**src/rtl/logic_result_reg_pkg.sv**
```systemverilog
// Shared execute-path types for the logic-result output stage.
// Provides word/tag types and the occupancy state encoding.
package ee435_pkg;
  localparam int WORD_W    = 32;
  localparam int REG_TAG_W = 5;

  typedef logic [WORD_W-1:0]    word_t;
  typedef logic [REG_TAG_W-1:0] reg_tag_t;

  typedef enum logic [1:0] {
    LRR_EMPTY,
    LRR_ONE,
    LRR_FULL
  } lrr_state_t;
endpackage

```
**src/rtl/logic_result_reg_if.sv**
```systemverilog
// Valid/ready result bus between logic unit, result stage and writeback.
// Flag signals exist only when LRR_FLAGS_EN is defined.
interface logic_result_reg_if
  import ee435_pkg::*;
#(
  parameter int WIDTH = WORD_W,
  parameter int TAG_W = REG_TAG_W
);
  logic             valid;
  logic             ready;
  logic [WIDTH-1:0] data;
  logic [TAG_W-1:0] tag;
`ifdef LRR_FLAGS_EN
  logic             zero;
  logic             neg;

  modport master (
    output valid, data, tag, zero, neg,
    input  ready
  );
  modport slave (
    input  valid, data, tag, zero, neg,
    output ready
  );
`else
  modport master (
    output valid, data, tag,
    input  ready
  );
  modport slave (
    input  valid, data, tag,
    output ready
  );
`endif
endinterface

```
**src/rtl/logic_result_reg_slot.sv**
```systemverilog
// One result holding slot: valid bit, data, tag and optional flags.
// Flags present when LRR_FLAGS_EN is defined.
module lrr_slot
  import ee435_pkg::*;
#(
  parameter int WIDTH = WORD_W,
  parameter int TAG_W = REG_TAG_W
) (
  input  logic             clk,
  input  logic             rst_n,
  input  logic             i_load,
  input  logic             i_clr,
  input  logic [WIDTH-1:0] i_data,
  input  logic [TAG_W-1:0] i_tag,
`ifdef LRR_FLAGS_EN
  input  logic             i_zero,
  input  logic             i_neg,
  output logic             o_zero,
  output logic             o_neg,
`endif
  output logic             o_valid,
  output logic [WIDTH-1:0] o_data,
  output logic [TAG_W-1:0] o_tag
);

  logic             r_valid;
  logic [WIDTH-1:0] r_data;
  logic [TAG_W-1:0] r_tag;
  logic             w_load;

  // clear wins; payload is left as-is on clear
  assign w_load = i_load & ~i_clr;

  always_ff @(posedge clk) begin
    if (!rst_n) begin
      r_valid <= 1'b0;
      r_data  <= '0;
      r_tag   <= '0;
    end else begin
      if (i_clr) begin
        r_valid <= 1'b0;
      end else if (i_load) begin
        r_valid <= 1'b1;
      end
      if (w_load) begin
        r_data <= i_data;
        r_tag  <= i_tag;
      end
    end
  end

`ifdef LRR_FLAGS_EN
  logic r_zero;
  logic r_neg;

  always_ff @(posedge clk) begin
    if (!rst_n) begin
      r_zero <= 1'b0;
      r_neg  <= 1'b0;
    end else if (w_load) begin
      r_zero <= i_zero;
      r_neg  <= i_neg;
    end
  end

  assign o_zero = r_zero;
  assign o_neg  = r_neg;
`endif

  assign o_valid = r_valid;
  assign o_data  = r_data;
  assign o_tag   = r_tag;

endmodule

```
**src/rtl/logic_result_reg.sv**
```systemverilog
// Registered logic-result stage with one-entry skid; in_ready is a flop.
// Optional zero/neg flags via LRR_FLAGS_EN.
module logic_result_reg
  import ee435_pkg::*;
#(
  parameter int WIDTH = WORD_W,
  parameter int TAG_W = REG_TAG_W
) (
  input  logic                      clk,
  input  logic                      rst_n,
  input  logic                      flush,
  logic_result_reg_if.slave         in_if,
  logic_result_reg_if.master        out_if
);

  lrr_state_t       r_state;
  lrr_state_t       w_state_nxt;
  logic             r_in_ready;

  logic             w_in_xfer;
  logic             w_out_xfer;
  logic             w_main_load;
  logic             w_main_clr;
  logic             w_skid_load;
  logic             w_skid_clr;

  logic             w_main_valid;
  logic [WIDTH-1:0] w_main_data;
  logic [TAG_W-1:0] w_main_tag;
  logic             w_skid_valid;
  logic [WIDTH-1:0] w_skid_data;
  logic [TAG_W-1:0] w_skid_tag;
  logic [WIDTH-1:0] w_main_d;
  logic [TAG_W-1:0] w_main_t;

  assign w_in_xfer  = in_if.valid & r_in_ready;
  assign w_out_xfer = w_main_valid & out_if.ready;

  always_comb begin
    w_state_nxt = r_state;
    w_main_load = 1'b0;
    w_main_clr  = 1'b0;
    w_skid_load = 1'b0;
    w_skid_clr  = 1'b0;
    if (flush) begin
      w_state_nxt = LRR_EMPTY;
      w_main_clr  = 1'b1;
      w_skid_clr  = 1'b1;
    end else begin
      unique case (r_state)
        LRR_EMPTY: begin
          if (w_in_xfer) begin
            w_state_nxt = LRR_ONE;
            w_main_load = 1'b1;
          end
        end
        LRR_ONE: begin
          unique case (1'b1)
            w_in_xfer & w_out_xfer: begin
              w_main_load = 1'b1;
            end
            w_in_xfer & ~w_out_xfer: begin
              w_state_nxt = LRR_FULL;
              w_skid_load = 1'b1;
            end
            ~w_in_xfer & w_out_xfer: begin
              w_state_nxt = LRR_EMPTY;
              w_main_clr  = 1'b1;
            end
            default: ;
          endcase
        end
        LRR_FULL: begin
          if (w_out_xfer) begin
            w_state_nxt = LRR_ONE;
            w_main_load = 1'b1;
            w_skid_clr  = 1'b1;
          end
        end
        default: begin
          w_state_nxt = LRR_EMPTY;
          w_main_clr  = 1'b1;
          w_skid_clr  = 1'b1;
        end
      endcase
    end
  end

  always_ff @(posedge clk) begin
    if (!rst_n) begin
      r_state    <= LRR_EMPTY;
      r_in_ready <= 1'b1;
    end else begin
      r_state    <= w_state_nxt;
      r_in_ready <= (w_state_nxt != LRR_FULL);
    end
  end

  // a valid skid word is always older than anything on the input
  assign w_main_d = w_skid_valid ? w_skid_data : in_if.data;
  assign w_main_t = w_skid_valid ? w_skid_tag  : in_if.tag;

`ifdef LRR_FLAGS_EN
  logic w_in_zero;
  logic w_in_neg;
  logic w_skid_zero;
  logic w_skid_neg;
  logic w_main_zero;
  logic w_main_neg;

  assign w_in_zero = ~|in_if.data;
  assign w_in_neg  = in_if.data[WIDTH-1];
`endif

  lrr_slot #(
    .WIDTH (WIDTH),
    .TAG_W (TAG_W)
  ) u_skid (
    .clk     (clk),
    .rst_n   (rst_n),
    .i_load  (w_skid_load),
    .i_clr   (w_skid_clr),
    .i_data  (in_if.data),
    .i_tag   (in_if.tag),
`ifdef LRR_FLAGS_EN
    .i_zero  (w_in_zero),
    .i_neg   (w_in_neg),
    .o_zero  (w_skid_zero),
    .o_neg   (w_skid_neg),
`endif
    .o_valid (w_skid_valid),
    .o_data  (w_skid_data),
    .o_tag   (w_skid_tag)
  );

  lrr_slot #(
    .WIDTH (WIDTH),
    .TAG_W (TAG_W)
  ) u_main (
    .clk     (clk),
    .rst_n   (rst_n),
    .i_load  (w_main_load),
    .i_clr   (w_main_clr),
    .i_data  (w_main_d),
    .i_tag   (w_main_t),
`ifdef LRR_FLAGS_EN
    .i_zero  (w_skid_valid ? w_skid_zero : w_in_zero),
    .i_neg   (w_skid_valid ? w_skid_neg  : w_in_neg),
    .o_zero  (w_main_zero),
    .o_neg   (w_main_neg),
`endif
    .o_valid (w_main_valid),
    .o_data  (w_main_data),
    .o_tag   (w_main_tag)
  );

  assign in_if.ready  = r_in_ready;
  assign out_if.valid = w_main_valid;
  assign out_if.data  = w_main_data;
  assign out_if.tag   = w_main_tag;
`ifdef LRR_FLAGS_EN
  assign out_if.zero  = w_main_zero;
  assign out_if.neg   = w_main_neg;
`endif

endmodule

```
**src/flat_wrapper.sv**
```systemverilog
// flat-port wrapper written by rule: the top's interface ports become plain ports
module logic_result_reg_flat import ee435_pkg::*;
#(
  parameter int WIDTH = WORD_W,
  parameter int TAG_W = REG_TAG_W
)
  (clk, rst_n, flush, in_if_valid, in_if_data, in_if_tag, in_if_ready, out_if_valid, out_if_data, out_if_tag, out_if_ready);
  logic_result_reg_if #(.WIDTH(WIDTH), .TAG_W(TAG_W)) in_if_i ();
  logic_result_reg_if #(.WIDTH(WIDTH), .TAG_W(TAG_W)) out_if_i ();
  input  logic clk;
  input  logic rst_n;
  input  logic flush;
  input wire logic [$bits(in_if_i.valid)-1:0] in_if_valid;
  input wire logic [$bits(in_if_i.data)-1:0] in_if_data;
  input wire logic [$bits(in_if_i.tag)-1:0] in_if_tag;
  output wire logic [$bits(in_if_i.ready)-1:0] in_if_ready;
  output wire logic [$bits(out_if_i.valid)-1:0] out_if_valid;
  output wire logic [$bits(out_if_i.data)-1:0] out_if_data;
  output wire logic [$bits(out_if_i.tag)-1:0] out_if_tag;
  input wire logic [$bits(out_if_i.ready)-1:0] out_if_ready;
  assign in_if_i.valid = in_if_valid;
  assign in_if_i.data = in_if_data;
  assign in_if_i.tag = in_if_tag;
  assign in_if_ready = in_if_i.ready;
  assign out_if_valid = out_if_i.valid;
  assign out_if_data = out_if_i.data;
  assign out_if_tag = out_if_i.tag;
  assign out_if_i.ready = out_if_ready;
  logic_result_reg #(.WIDTH(WIDTH), .TAG_W(TAG_W)) u_core (.clk(clk), .rst_n(rst_n), .flush(flush), .in_if(in_if_i), .out_if(out_if_i));
endmodule
```
**config.mk**
```make
export PLATFORM = sky130hd
export DESIGN_NAME = logic_result_reg_flat
export DESIGN_NICKNAME = d
export VERILOG_FILES = /design/src/rtl/logic_result_reg_pkg.sv /design/src/rtl/logic_result_reg_if.sv /design/src/rtl/logic_result_reg_slot.sv /design/src/rtl/logic_result_reg.sv /design/src/flat_wrapper.sv
export SDC_FILE = /design/constraint.sdc
export NUM_CORES = 1
export LEC_CHECK = 0
export CORE_MARGIN = 2
export CORE_UTILIZATION = 30
export CTS_CLUSTER_SIZE = 40
export DETAILED_ROUTE_END_ITERATION = 8
export GPL_TIMING_DRIVEN = 0
export SYNTH_ARGS = -nofsm -noshare
export SYNTH_HDL_FRONTEND = slang
export SYNTH_SLANG_ARGS = --single-unit
```
**constraint.sdc**
```tcl
create_clock -name clk -period 1.85 [get_ports clk]
set_input_delay 0.2775 -clock clk [delete_from_list [all_inputs] [get_ports clk]]
set_output_delay 0.2775 -clock clk [all_outputs]
set_load 0.02 [all_outputs]
```
Yosys cells after proc, flatten, opt, wreduce, memory -nomap -nowiden
Index checks and enable logic that the tools add are counted.
Word-level totals
  memories kept: 0
  bits in registers: 79
  ROM bits: 0
  word-level logic and storage cells: 48
  output and inout port bits: 39
  bits in latches: 0
  bits of input ports: 42
  bits in writable memories: 0
Operators by class
  muxes and demuxes: 20
  order comparisons: 0
  add/sub/neg operators: 0
  bitwise gates (word level): 12
  equality and inequality tests: 3
  $mul: 0
  shifts and indexed selects: 0
  reduce and logical (&&, ||, !) cells: 5
  divide/modulo/power cells: 0
Operators by type and width (number)
  $mux 32: 1
  $mux 1: 10
  $reduce_or 2->1: 4
  $and 1x1->1: 7
  $mux 2: 3
  $pmux 2 s3: 1
  $mux 5: 1
  $not 1->1: 5
  $pmux 1 s2: 2
  $pmux 2 s2: 1
  $pmux 1 s3: 1
  $eq 2x1->1 const B: 1
  $eq 2x2->1 const B: 1
  $logic_not 2->1: 1
  $ne 2x2->1 const B: 1

Depth between registers and ports, before layout
Gate-level depths: netlist (run 1).
  depth after elaboration: 8
  depth in mapped cells: 6
  mapped depth without buffers: 3

Modules after synthesis
Synthesis (run 1) repeated with hierarchy kept, for this count alone.
Second synthesis, totals
  cells, all modules: 391
  area, all modules: 3734.8 µm²
Modules (own cells, without submodules)
  lrr_slot: cells an instance 164, times used 2, seq. area each 760.7 µm², area each 1556.5 µm²
  logic_result_reg: cells an instance 63, times used 1, seq. area each 60.1 µm², area each 621.8 µm²

Worst setup path before layout (run 1)
Ideal clock, no wire load.
  kind: register -> register
  start: register u_core.u_main.r_valid (netlist: u_core.u_main.o_valid)
  end: register u_core.u_main.r_data[10] (netlist: u_core.u_main.o_data[10])
  slack: 0.378 ns
  stages on the path, launching flop included: 6
  required time: 1.732 ns
  clock period less this slack: 1.472 ns
  arrival: 1.354 ns
  path buffers: 2
  path through: dfxtp_1 -> nand4b_1 -> a211o_1 -> buf_6 -> buf_12 -> mux2i_1
On the way
  longest elaborated chain between the ends: 7
  elaborated cells on any way between the ends: 12
  classes of those cells: mux: 7; bitwise: 5
RTL lines
  start, declared: RTL line logic_result_reg_slot.sv:26  | logic r_valid;
  start signal, assigned: RTL line logic_result_reg_slot.sv:36  | r_valid <= 1'b0;
  start signal, assigned: RTL line logic_result_reg_slot.sv:41  | r_valid <= 1'b0;
  start signal, assigned: RTL line logic_result_reg_slot.sv:43  | r_valid <= 1'b1;
  $and 1x1->1 (*): RTL line logic_result_reg.sv:37  | assign w_out_xfer = w_main_valid & out_if.ready;
  $and 1x1->1: RTL line logic_result_reg.sv:66  | ~w_in_xfer & w_out_xfer: begin
  $mux 1: RTL line logic_result_reg.sv:58  | unique case (1'b1)
  $pmux 1 s2: RTL line logic_result_reg.sv:50  | unique case (r_state)
  $mux 1: RTL line logic_result_reg.sv:45  | if (flush) begin
  $not 1->1: RTL line logic_result_reg_slot.sv:32  | assign w_load = i_load & ~i_clr;
  $and 1x1->1 (*): RTL line logic_result_reg_slot.sv:32
  end signal, assigned: RTL line logic_result_reg_slot.sv:46  | r_data <= i_data;
  end, declared: RTL line logic_result_reg_slot.sv:27  | logic [WIDTH-1:0] r_data;
Every way passes the cells marked *; elsewhere a longest branch is shown, timed or not.
A chain may end at the register's enable or synchronous reset.

Worst setup path after layout (run 1)
  start: register u_core.u_main.r_valid (netlist: u_core.u_main.o_valid)
  end: output out_if_valid
RTL lines
  end, declared: RTL line flat_wrapper.sv:17  | output wire logic [$bits(out_if_i.valid)-1:0] out_if_valid;
No word-level cell between the ends.

==> results.md, run 1 <==
- Post-synth EDFFs: 0
- Avg Inst Size Synth: 9.36 µm²
- Antenna violations before repair: 0
- Area occupied by multi-input gates: 0.00190 mm²
- Ant. Diodes: 0
- Total grt overflow: 0
- HP Class: in -> reg
- Mapped Area: 0.00369 mm²
- DR pass1 iterations: 5
- Lkg Pwr: 1.96 nW
- Worst hold start: rst_n
- Post-synthesis instance total: 394
- Worst path depth: 1
- DR WL/cell: 14.1 µm
- Top delay family on crit path: buffers and inverters
- Power consumption: 3.93 mW
- Buffers from clock root to sink, at most: 2
- Register area: 0.00158 mm²
- Finished Core Util: 40.9%
- RD Place Congestion: 0.714
- Initial Utilization: 30.7%
- Setup-failing EPs final: 0
- Hold buffer count at cts: 0
- Setup crit end kind: primary output
- Hold Fails Final Rpt: 0
- Rel. slew slack: 60.2%
- Synth Warn #: 0
- Largest net degree at the start of global routing: 12
- Crit start category: flip-flop
- Post-synth cell types: 25
- Worst IR Drop VDD: 0.732 mV
- Worst reg2reg path endpoint: u_core.u_skid.o_data[2]
- Die Height: 115 µm
- Critical Path, Cell by Cell: clkdlybuf4s50_1
- # H-tree levels: 3
- Layout Nets: 526
- WS Path Type: reg -> out
- Post-DP HPWL: 6250 µm
- Width of the die: 115 µm
- Status: complete, no violations
- Arrival @ worst endpoint: 1450 ps
- Die Area: 0.0132 mm²
- Asr flop ratio synth: 0%
- Area share of the largest cell type after synthesis: 42.9%
- # port buffers: 79
- Hold path cells: 3
- Layout cells sized above 1: 14.0%
- Global-route wire length before repair: 14600 µm
- Final Cycle Share: 93.4%
- Clock transition at the registers of the reported paths: 50 ps
- Via density per instance: 4.63
- Max_cap viols: 0
- DRC viols: 0
- Req. time, crit path: 1570 ps
- # IOs: 81
- Routed wire length: 8910 µm
- Via count: 2933
- Seq/Total Area, Yosys: 42.9%
- Post-CTS Repair Setup Buffers: 0
- ANT nets after route: 0
- Core area: 0.0120 mm²
- Row count: 40
- Total CTS buffers: 9
- Area leader, netlist: dfxtp_1
- Max Clock Skew: 4.49 ps
- Vias in the first global route: 2915
- CP peak stage delay: 660 ps
- WP buf/inv: 1
- Hold WS: 453 ps
- GRT Util Overall: 14.4%
- CTS sink count: 79
- Later-pin clock latency in the skew report: 340 ps
- Cts repair resizes: 0
- Reg2Reg Launch Point: u_core.r_state[0]
- DP Cell Count: 620
- Top-count cell post-synth: nand2_1
- Final setup TNS: 0 ps
- Cell Count, Final, Fillers Out: 633
- Filler Cells Inserted: 1213
- Worst path slowest cell: clkdlybuf4s50_1
- Root buf cell: clkbuf_16
- CTS tree: done
- Synth-to-Final Area Change: 33.3%
- Worst Max-Slew Pin Slew: 598 ps
- Pwr dens: 799 mW/mm²
- FF-to-FF path depth: 5
- RSZ-0062 raised after global routing: false
- Post-synth top cells: nand2_1, dfxtp_1, mux2i_1
- Top post-synthesis cells by area: dfxtp_1, mux2i_1, nand2_1, mux2_2, clkbuf_1
- Fin crit period: 1730 ps
- Highest Clock Rate: 0.579 GHz
- FF-to-FF setup slack: 280 ps
- Synth Flop Type: dfxtp_1
- Starting DRT DRC Count: 126
- Yosys reg bits: 79
- Slew Limit Fails: 0
- CP Max Fanout: 7
- Hold Path Sink: u_core.r_state[1]
- Post-synth net total: 436
[kinds of logic after synthesis]
kind of cell	Yosys count	share of synthesized area (%)
DFF	79	42.9
buffers and inverters	31	5.73
muxes	111	31.4
and+or+nand+nor	160	17.5
AOI/OAI and AO/OA	13	2.51
[stage by stage]
step,setup WS [ps],area (µm²)
floorplan,378,3690
global placement,-127,4660
detailed placement,-169,4660
CTS,111,4920
global route,53.2,4920
finish,123,4920
[power breakdown]
group          total, mW  internal (mW)  switching, mW
Clock               1.57          0.917          0.655
Combinational      0.562          0.292          0.270
Sequential          1.79           1.76         0.0329
[flip-flops by register name, indices dropped and copies added (netlist names)]
name and count:
u_core.in_if.ready 1, u_core.r_state 2, u_core.u_main.o_data 32, u_core.u_main.o_tag 5, u_core.u_main.o_valid 1, u_core.u_skid.o_data 32, u_core.u_skid.o_tag 5, u_core.u_skid.o_valid 1
[layer usage]
| layer | share of wire [%] | vias to the layer above | GRT usage [%] |
|---|---|---|---|
| li1 | - | 1479 | - |
| met1 | 48 | 1382 | 18.6 |
| met2 | 45 | 58 | 22.4 |
| met3 | 4.5 | 14 | 4.59 |
| met4 | 1.8 | 0 | 5.54 |
| met5 | 0 | - | 0 |
[worst max-delay path by stage]
stage / start / endpoint / slack (ps)
after floorplan: u_core.u_main.o_valid / u_core.u_main.o_data[10] / 380
after global placement: out_if_ready / u_core.u_skid.o_data[10] / -130
after detailed placement: out_if_ready / u_core.u_skid.o_data[2] / -170
after CTS: u_core.in_if.ready / in_if_ready / 110
after global routing: u_core.in_if.ready / in_if_ready / 50
final: u_core.u_main.o_valid / out_if_valid / 120
[cell usage in the layout (no fill, tap or decap), types with 2 or more instances in the layout]
master / n
a211o_1: 2
a21o_2: 2
a21oi_1: 6
buf_12: 3
buf_2: 4
buf_6: 5
clkbuf_1: 18
clkbuf_16: 9
clkdlybuf4s50_1: 79
clkinv_2: 2
dfxtp_1: 79
mux2_2: 37
mux2i_1: 74
nand2_1: 151
[final cells by class]
class	count	share of cell area [%]
repair buffers	79	16.1
well taps	147	3.74
inverters	1	0.0763
flip-flops and latches	79	32.2
clock buffers	11	4.94
clock inverters	2	0.204
plain buffers	30	4.22
multi-input cells	284	38.6
No activity file was read; power rests on OpenSTA's default activity.
==> run 2: changes to the inputs <==
- CORE_MARGIN: 2 -> not set
==> results.md, run 2 (synthesis gave the netlist of run 1 again) <==
- WS Path Type: reg -> out
- Hold path cells: 3
- Clock transition at the registers of the reported paths: 60 ps
- Routed wire length: 8740 µm
- Crit start category: flip-flop
- Layout Nets: 526
- Critical Path, Cell by Cell: clkdlybuf4s50_1
- Seq pwr share: 43.0%
- Top delay family on crit path: buffers and inverters
- GRT Util Overall: 14.8%
- Pwr dens: 840 mW/mm²
- DP Cell Count: 620
- Worst path depth: 1
- CTS tree: done
- FF-to-FF path depth: 5
- Antenna violations before repair: 0
- Ant. Diodes: 0
- Root buf cell: clkbuf_16
- RSZ-0062 raised after global routing: false
- Most frequent cells in the layout: nand2_1, clkdlybuf4s50_1, dfxtp_1, mux2i_1, mux2_2
- Die Area: 0.0127 mm²
- Worst IR Drop VDD: 0.430 mV
- Post-CTS Repair Setup Buffers: 0
- Layout cells sized above 1: 14.4%
- Setup-failing EPs final: 0
- # H-tree levels: 3
- # port buffers: 79
- Via count: 2866
- Cell Count, Final, Fillers Out: 634
- Lkg Pwr: 1.99 nW
- Width of the die: 113 µm
- Via density per instance: 4.52
- Total grt overflow: 0
- Synth-to-Final Area Change: 34.6%
- Commonest non-fill, non-tap cell in the layout: nand2_1
- Row count: 40
- Rel. slew slack: 61.9%
- Die Height: 113 µm
- Core area: 0.0120 mm²
- Global-route wire length before repair: 14800 µm
- Req. time, crit path: 1570 ps
- Buffers from clock root to sink, at most: 2
- Clock power share: 43.6%
- Post-DP HPWL: 6230 µm
- DR pass1 iterations: 5
- Power consumption: 4.17 mW
- Worst Max-Slew Pin Slew: 571 ps
- # IOs: 81
- Setup crit end kind: primary output
- Final Cycle Share: 92.9%
- Largest net degree at the start of global routing: 13
- WP buf/inv: 1
- ANT nets after route: 0
- Arrival @ worst endpoint: 1440 ps
- HP Class: in -> reg
- Max Clock Skew: 5.45 ps
- RD Place Congestion: 0.711
- Combinational fraction of design power: 13.4%
- Net Sw Frac: 23.0%
- CP Max Fanout: 7
- Slew Limit Fails: 0
- Initial Utilization: 30.7%
- Hold buffer count at cts: 0
- Worst path slowest cell: clkdlybuf4s50_1
- Highest Clock Rate: 0.582 GHz
- Starting DRT DRC Count: 109
- Int Power: 3.21 mW
- CTS sink count: 79
- Hold Fails Final Rpt: 0
- Status: complete, no violations
- Max_cap viols: 0
- Fin crit period: 1720 ps
- DR WL/cell: 13.8 µm
- NetSw: 961 µW
- Later-pin clock latency in the skew report: 330 ps
- Cts repair resizes: 0
- Vias in the first global route: 3028
- DRC viols: 0
- Total CTS buffers: 9
- CP peak stage delay: 660 ps
run 2: path summary, 6_finish.rpt:
check / start / end / slack, ps
hold / removal: rst_n / u_core.r_state[0] / 440
setup / recovery: u_core.u_main.o_valid / out_if_valid / 130
setup reg to reg: u_core.r_state[0] / u_core.u_skid.o_data[2] / 230
hold reg to reg: u_core.u_skid.o_data[5] / u_core.u_skid.o_data[5] / 460
run 2: worst reg2reg max path, delay by kind of cell, from the launching register on:
family	cells	cell delay, ps
flops	1	380
mux	1	230
compound gates	1	270
simple gates	1	190
buf+inv	2	460
run 2: area by class of cell:
cell class / count / area (µm²)
clock buffer: 9 / 225
sequential: 79 / 1580
fill: 1210 / 7050
buffer: 30 / 208
tap: 147 / 184
inverter: 1 / 3.75
clock inverter: 5 / 75.1
multi-input combinational: 284 / 1900
timing repair buffer: 79 / 791
run 2: power by group through the flow:
stage          Clock (mW)  Sequential [mW]  Combinational [mW]
6_report             1.82             1.79               0.559
5_1_grt              1.96             1.80               0.606
4_1_cts              1.87             1.79               0.566
3_5_place_dp            0             1.83               0.563
3_3_place_gp            0             1.83               0.556
2_1_floorplan           0             1.88               0.258
run 2: per-layer routing:
metal / up-vias / share of wire [%] / GRT usage (%)
met1: 1306 / 49 / 18.7
met2: 65 / 45 / 23.7
met3: 8 / 5.6 / 5.36
met5: - / 0 / 0
met4: 0 / 1.2 / 4.21
li1: 1487 / - / -
run 2: through the flow:
stage	area (µm²)	utilization [%]	worst slack (ps)	TNS (ps)	hold slack, ps
2_1_floorplan	3690	-	378	0	420
3_3_place_gp	4660	38.8	-131	-4180	437
3_5_place_dp	4660	38.8	-192	-5340	444
4_1_cts	4960	41.3	111	0	435
5_1_grt	4960	41.3	32.9	0	461
6_report	4960	41.3	132	0	445
==> run 3: changes to the inputs <==
- clock period: 1.85 -> 2 ns (I/O delays scaled with it)
==> results of run 3 <==
The final DEF is identical to that of run 2. Status: complete, no violations.
Among the figures that moved: setup slack after placement -192 ps -> -64.6 ps; setup slack after layout 132 ps -> 259 ps; hold slack 445 ps -> 456 ps; register-to-register setup slack 230 ps -> 380 ps; end point of the worst hold path u_core.r_state[0] -> u_core.u_skid.o_data[5]; total power 4.17 mW -> 3.86 mW; worst IR drop on VDD 0.430 mV -> 0.398 mV
